<file path="config.mk">
export PLATFORM = sky130hd
export DESIGN_NAME = stopwatch_ctrl
export DESIGN_NICKNAME = d
export VERILOG_FILES = /design/src/rtl/stopwatch_ctrl.sv
export SDC_FILE = /design/constraint.sdc
export NUM_CORES = 1
export LEC_CHECK = 0
export CAP_MARGIN = 20
export CELL_PAD_IN_SITES_DETAIL_PLACEMENT = 1
export CELL_PAD_IN_SITES_GLOBAL_PLACEMENT = 1
export CORE_ASPECT_RATIO = 0.9
export CORE_MARGIN = 3
export CORE_UTILIZATION = 42
export DETAILED_ROUTE_END_ITERATION = 12
export GPL_ROUTABILITY_DRIVEN = 0
export PLACE_DENSITY = 0.9
export RECOVER_POWER = 100
export SKIP_LAST_GASP = 1
export SYNTH_ARGS = -nofsm -noshare
export SYNTH_HDL_FRONTEND = slang
export SYNTH_SLANG_ARGS = --single-unit
export TNS_END_PERCENT = 50
</file>
<file path="constraint.sdc">
create_clock -name clk -period 3.6 [get_ports clk]
set_clock_uncertainty 0.2 [all_clocks]
set_input_delay 0.54 -clock clk [delete_from_list [all_inputs] [get_ports clk]]
set_output_delay 0.54 -clock clk [all_outputs]
set_load 0.05 [all_outputs]
</file>
<file path="src/rtl/stopwatch_ctrl.sv">
// rtl/stopwatch_ctrl.sv - stopwatch/timer mode controller: 4-digit BCD time, internal tick prescaler, 4-state FSM
module stopwatch_ctrl #(
    parameter int TICK_DIV = 1_000_000
) (
    input  logic        clk,
    input  logic        reset,
    input  logic [1:0]  mode,
    input  logic        start,
    input  logic        clr,
    input  logic [15:0] preset,
    output logic [15:0] time_bcd,
    output logic        running,
    output logic        done,
    output logic [1:0]  state
);

    localparam int PW = (TICK_DIV > 2) ? $clog2(TICK_DIV) : 1;
    localparam logic [PW-1:0] PRESC_LAST = PW'(TICK_DIV - 1);

    typedef enum logic [1:0] {
        IDLE  = 2'd0,
        RUN   = 2'd1,
        PAUSE = 2'd2,
        DONE  = 2'd3
    } state_t;

    state_t          state_q, state_d;
    logic [15:0]     time_d;
    logic [PW-1:0]   presc_q, presc_d;
    logic [1:0]      mode_q, mode_d;
    logic [15:0]     init_val;
    logic [15:0]     step_val;

    function automatic logic [15:0] sanitize(input logic [15:0] v);
        logic [15:0] r;
        for (int i = 0; i < 4; i++)
            r[4*i +: 4] = (v[4*i +: 4] > 4'd9) ? 4'd9 : v[4*i +: 4];
        return r;
    endfunction

    // Ripple carry/borrow across digits; callers never step past 9999 or 0000.
    function automatic logic [15:0] bcd_step(input logic [15:0] v, input logic down);
        logic [15:0] r;
        logic        c;
        r = v;
        c = 1'b1;
        for (int i = 0; i < 4; i++) begin
            if (c) begin
                if (down) begin
                    if (v[4*i +: 4] == 4'd0) begin
                        r[4*i +: 4] = 4'd9;
                    end else begin
                        r[4*i +: 4] = v[4*i +: 4] - 4'd1;
                        c = 1'b0;
                    end
                end else begin
                    if (v[4*i +: 4] >= 4'd9) begin
                        r[4*i +: 4] = 4'd0;
                    end else begin
                        r[4*i +: 4] = v[4*i +: 4] + 4'd1;
                        c = 1'b0;
                    end
                end
            end
        end
        return r;
    endfunction

    function automatic logic [15:0] terminal(input logic down);
        return down ? 16'h0000 : 16'h9999;
    endfunction

    always_comb begin
        case (mode)
            2'd0:    init_val = 16'h0000;
            2'd2:    init_val = 16'h9999;
            default: init_val = sanitize(preset);
        endcase
    end

    assign step_val = bcd_step(time_bcd, mode_q[1]);

    always_comb begin
        state_d = state_q;
        time_d  = time_bcd;
        presc_d = presc_q;
        mode_d  = mode_q;
        case (state_q)
            IDLE: begin
                time_d = init_val;
                if (!clr && start) begin
                    mode_d  = mode;
                    presc_d = '0;
                    state_d = (init_val == terminal(mode[1])) ? DONE : RUN;
                end
            end
            RUN: begin
                if (clr) begin
                    state_d = IDLE;
                    time_d  = init_val;
                end else if (start) begin
                    state_d = PAUSE;
                end else if (presc_q == PRESC_LAST) begin
                    presc_d = '0;
                    time_d  = step_val;
                    if (step_val == terminal(mode_q[1]))
                        state_d = DONE;
                end else begin
                    presc_d = presc_q + PW'(1);
                end
            end
            PAUSE: begin
                if (clr) begin
                    state_d = IDLE;
                    time_d  = init_val;
                end else if (start) begin
                    state_d = RUN;
                end
            end
            DONE: begin
                if (clr) begin
                    state_d = IDLE;
                    time_d  = init_val;
                end
            end
            default: state_d = IDLE;
        endcase
    end

    always_ff @(posedge clk or negedge reset) begin
        if (!reset) begin
            state_q  <= IDLE;
            time_bcd <= 16'h0000;
            presc_q  <= '0;
            mode_q   <= 2'd0;
        end else begin
            state_q  <= state_d;
            time_bcd <= time_d;
            presc_q  <= presc_d;
            mode_q   <= mode_d;
        end
    end

    assign running = (state_q == RUN);
    assign done    = (state_q == DONE);
    assign state   = state_q;

endmodule

</file>
==> out/qor.yml <==
worst_setup_path:
  crit_fanout: 10
  cp.required_ns: 3.63
  r2r-end: "state[1]"
  critPathLaunchType: "register"
  cp-end-kind: "register"
  path_class: "reg2reg"
  rrSetupSlack_ns: 0.29
  ff2ff_path_depth: 11
  arrival_ns: 3.33
  reg2reg_from: "time_bcd[0]"
floorplanning:
  die_y_um: 89.45
  coreArea_um2: 7293
  dieArea_um2: 8830
  initial_core_util: 0.4455
  die_x_um: 98.72
  ioPinCount: 42
  rows: 29
sta:
  period_minus_slack_ns: 3.308
  max-slew-margin-rel: -0.4714
  setup_violations: 0
  slew_violations: 40
  min_period_over_period: 0.9188
  tns_ns: 0
  hold_viol_final: 0
  tightestPinTransition_ns: 2.207
  rsz0062_at_grt: "false"
  fmax_ghz: 0.3023
run:
  maxCapViolations: 1
yosys:
  synth_edf_count: 0
  synth_async_sr_flop_share: 1.000
  ys_ff_latch: 39
  synth_area_um2: 3249
  syn-num-nets: 449
  ys.flop_type: "dfrtp_1"
  synthCells: 413
  ys_seq_area_frac: 0.3003
  synth.distinct_cells: 63
  ys_warn_count: 0
  avgSynthCellArea_um2: 7.868
drt:
  drt_iter0_markers: 228
  drc_errors: 0
  dr.pass1.iters: 5
  via_per_inst: 6.389
  via_count: 3482
  ant_nets: 0
  routed_wl_um: 10970
  wl_per_cell_um: 20.13
placement:
  numPortBuffers: 41
  dp.cells: 536
  dp.final_hpwl_um: 8213
cells_and_area:
  drive_gt1_frac: 0.07080
  antenna_cells: 0
  nFillCells: 911
  final_cell_mix: "nor2_1 (39), dfrtp_1 (39), o21ai_0 (38)"
  area_delta_synth_final_pct: 17.87
  finalNonFillerCells: 545
  layout.nets: 487
power_and_ir_drop:
  irDropWorstVdd_uv: 173.7
  p_leak_nw: 1.510
  power_density_nw_per_um2: 423.2
grt:
  globalRouteOverflowTotal: 0
  grt_pass1_vias: 3667
  grt_max_degree: 40
  track_usage: 0.2587
  antenna_found_initial: 0
  grt_pass1_wl_um: 18400
clocking:
  cts_num_sinks: 39
  htree_levels: 2
  postCtsSetupBuffers: 0
  cts_tree: "built"
  clock_path_buffers: 2
  cts-hold-fix-buffers: 0
  cts_buffers: 5
  worstSkewPairLatency_ns: 0.30
  clk_pin_slew_worst_paths_ns: 0.09
  cts_root_buffer: "clkbuf_8"
outcome:
  status: "finished with violations"
  violations: "max-capacitance violations, max-slew violations"
min_path:
  hold_depth: 2
  min_path_type: "reg2reg"
  holdCritStartpoint: "presc_q[3]"
  holdPathEnd: "presc_q[3]"
cells by family (layout without fill, tap and decap cells):
logic type / count (synthesis) / in the layout / share of synthesized area
AO/OA/AOI/OAI: 136 / 136 / 0.2742
XOR/XNOR: 13 / 13 / 0.03504
adder cells (fa/ha/maj): 14 / 14 / 0.05391
buffers and inverters: 44 / 83 / 0.05506
flip-flops: 39 / 39 / 0.3003
multiplexers: 2 / 2 / 0.006931
AND/OR/NAND/NOR: 165 / 165 / 0.2746
per-layer routing:
layer / up-vias / share of wire / GRT usage
li1: 1610 / - / -
met1: 1735 / 0.45 / 0.3372
met2: 116 / 0.47 / 0.4346
met3: 21 / 0.060 / 0.04836
met4: 0 / 0.016 / 0.09305
met5: - / 0 / 0
timing repair:
action                     in CTS  in global routing
setup endpoints to repair       0                  1
hold endpoints to repair        0                  0
resized for setup               0                  1
flip-flops by register name, summed over array words and instances (netlist names):
signal	cells
presc_q	20
time_bcd	16
state	2
mode_q	1
through the flow:
stage               cell area (um2)  utilization  hold WS, ns  power, mW  setup WS, ns
CTS                            3839       0.5263       0.2119      1.626        0.3418
global placement               3754       0.5147       0.2887      1.281        0.5395
finish                         3830       0.5251       0.3314      1.621        0.2923
floorplan                      3249            -      0.04441      1.055        0.3629
detailed placement             3754       0.5147       0.3068      1.317        0.3520
global route                   3830       0.5251       0.3617      1.717       0.04882
report_power, final:
group          internal (mW)  switching, mW  total [mW]
clock network          0.136          0.172       0.308
logic                  0.255          0.496       0.751
registers              0.473         0.0889       0.562
total                  0.864          0.757        1.62
cell usage after synthesis, drive strengths merged (3+ instances only):
| library cell | count | share of area |
|---|---|---|
| nand4 | 7 | 0.013 |
| o21ai | 39 | 0.061 |
| or3b | 3 | 0.0089 |
| o31ai | 3 | 0.0069 |
| nor4 | 6 | 0.015 |
| a21oi | 35 | 0.054 |
| nor4bb | 3 | 0.0092 |
| nand2b | 6 | 0.012 |
| ha | 14 | 0.054 |
| nor3 | 20 | 0.031 |
| o22ai | 7 | 0.013 |
| xnor2 | 8 | 0.022 |
| nor4b | 3 | 0.0081 |
| a41oi | 3 | 0.010 |
| and3 | 9 | 0.017 |
| o211ai | 5 | 0.013 |
| dfrtp | 39 | 0.30 |
| a211oi | 12 | 0.029 |
| nand3 | 10 | 0.015 |
| a211o | 3 | 0.0081 |
| or3 | 4 | 0.0092 |
| nor2 | 39 | 0.045 |
| nand2 | 33 | 0.038 |
| a31oi | 7 | 0.018 |
| nor2b | 10 | 0.019 |
| inv | 24 | 0.028 |
| xor2 | 5 | 0.013 |
| clkbuf | 14 | 0.016 |
| buf | 6 | 0.011 |
| a311oi | 8 | 0.022 |
worst max-delay path, cell delays in order, from the launching register on:
cell	delay, ns
dfrtp_1	0.50
inv_1	0.16
ha_1	0.31
or3b_1	0.45
a31oi_4	0.32
nor3_1	0.16
mux2_2	0.30
nand2_1	0.07
nor4_2	0.29
a41o_2	0.15
a41oi_2	0.10
a211oi_2	0.21
area by class of cell:
| class | instances | area (um2) | share of cell area |
|---|---|---|---|
| Multi-Input combinational cell | 330 | 2101 | 0.5485 |
| Inverter | 24 | 90.09 | 0.02352 |
| Clock inverter | 2 | 12.51 | 0.003267 |
| Tap cell | 93 | 116.4 | 0.03038 |
| Timing Repair Buffer | 51 | 461.7 | 0.1205 |
| Sequential cell | 39 | 975.9 | 0.2548 |
| Clock buffer | 6 | 72.57 | 0.01895 |
worst max path at each step:
stage               slack (ns)  cells after the start       end   startpoint
floorplan                 0.36                     11  state[1]  time_bcd[0]
global placement          0.54                     11  state[1]  time_bcd[0]
detailed placement        0.35                     11  state[1]  time_bcd[0]
CTS                       0.34                     11  state[1]  time_bcd[0]
global route              0.05                     11  state[1]  time_bcd[0]
finish                    0.29                     11  state[1]  time_bcd[0]
Power figures use the tool's default switching activity.
==> edit: new RTL, same settings <==
Change the parameter `TICK_DIV` from 1_000_000 to 500_000.
--- a/src/rtl/stopwatch_ctrl.sv
+++ b/src/rtl/stopwatch_ctrl.sv
@@ -1,6 +1,6 @@
 // rtl/stopwatch_ctrl.sv - stopwatch/timer mode controller: 4-digit BCD time, internal tick prescaler, 4-state FSM
 module stopwatch_ctrl #(
-    parameter int TICK_DIV = 1_000_000
+    parameter int TICK_DIV = 500_000
 ) (
     input  logic        clk,
     input  logic        reset,
Function: same outputs for any inputs over 4 cycles, from zero or initial values and one cycle with reset low; that may be too few to reach the edited logic, so the function may still have changed.
==> edit against the original RTL <==
The run still ends with capacitance limit, slew limit left; die area grew 0.83%; worst setup slack worse by 130 ps; synthesized cell count increased by 4.8%; power increased by 6.5%; synthesized area up 0.89%; wire length hardly changed; cell area grew 1.8%; first-iteration DRC count decreased by 19%; sequential cell count decreased by 1; critical endpoint unchanged; largest cell class unchanged; largest power group unchanged; highest routed layer unchanged.
==> edit: results (changes against the original RTL) <==
[flow_run]
drv_cap = 1  ; unchanged

[power_and_ir_drop]
irDropWorstVdd_v = 0.000218  ; was 0.000174 V
p_leak_nw = 1.57  ; was 1.51 nW

[placed_design]
post-place-ws_ps = 104  ; was 352 ps
hpwl_mm = 8.08  ; was 8.21 mm
dp.cells = 551  ; was 536

[logic_synthesis]
synth_nets = 469  ; was 449
synth_compound_area_frac = 0.278  ; was 0.274
synth-adder-area-share = 0.0534  ; was 0.0539
synthTopCellsByCount = o21ai_0, nand2_1, nor2_1  ; was dfrtp_1, nor2_1, o21ai_0
synth_xor_area_frac = 0.0214  ; was 0.0350
ys_seq_area_frac = 0.290  ; was 0.300
synth_area_leaders = dfrtp_1, o21ai_0, ha_1, a21oi_1, nand2_1  ; was dfrtp_1, o21ai_0, a21oi_1, ha_1, nor2_1
yosysUniqueCellTypes = 65  ; was 63
synth_cells = 433  ; was 413

[drt]
vias = 3532  ; was 3,482
route.met3.wl_um = 614  ; was 661 um
wl_met2_mm = 5.38  ; was 5.21 mm
vias_per_cell = 6.32  ; was 6.39
wl_met1_mm = 4.81  ; was 4.93 mm

[global_routing]
grt_usage = 0.251  ; was 0.259
grt_max_degree = 39  ; was 40
first_global_vias = 3697  ; was 3,667
grt_util_met2 = 0.410  ; was 0.435

[hold_path]
hold_depth = 1  ; was 2
hold_end = presc_q[18]  ; was presc_q[3]
min_from = presc_q[18]  ; was presc_q[3]

[layout]
largest_register_ffs = 19  ; was 20
final_nets = 501  ; was 487
drive_gt1_frac = 0.0536  ; was 0.0708

[timing]
finalCritPeriodShare = 0.955  ; was 0.919
slew_viol_final = 39  ; was 40

[outcome]
status = finished, violations left  ; unchanged
violations = capacitance limit, slew limit  ; unchanged

[critical_path]
critPathMaxFanout = 8  ; was 10
reg2reg_depth = 10  ; was 11
reg2reg_slack_ps = 160  ; was 290 ps
crit_arrival_ps = 3430  ; was 3330 ps

## edit: critical path, cell delays in order (launching register included)
cell	delay (ps)
dfrtp_1	510
inv_1	130
ha_1	290
nor3b_1	180
o21a_1	290
or3_1	390
o211a_1	270
nor4_2	290
a22oi_1	160
o32a_1	370
o221a_1	240
## edit: where the power goes
group	switching [mW]	internal [mW]
Clock	0.178	0.278
Sequential	0.0785	0.459
Combinational	0.473	0.259
Total	0.730	0.996
## edit: final cells by class
cell class | count | area (um^2)
sequential | 38 | 951
tap | 93 | 116
inverter | 22 | 82.6
fill | 911 | 3390
multi-input combinational | 349 | 2150
clock inverter | 3 | 68.8
clock buffer | 5 | 68.8
timing repair buffer | 49 | 460
## edit: stage by stage
step | hold slack, ps | util | instance area (um^2)
6_report | 288 | 0.535 | 3900
3_5_place_dp | 266 | 0.515 | 3760
2_1_floorplan | 44.4 | - | 3280
3_3_place_gp | 256 | 0.515 | 3760
4_1_cts | 207 | 0.534 | 3890
5_1_grt | 319 | 0.535 | 3900
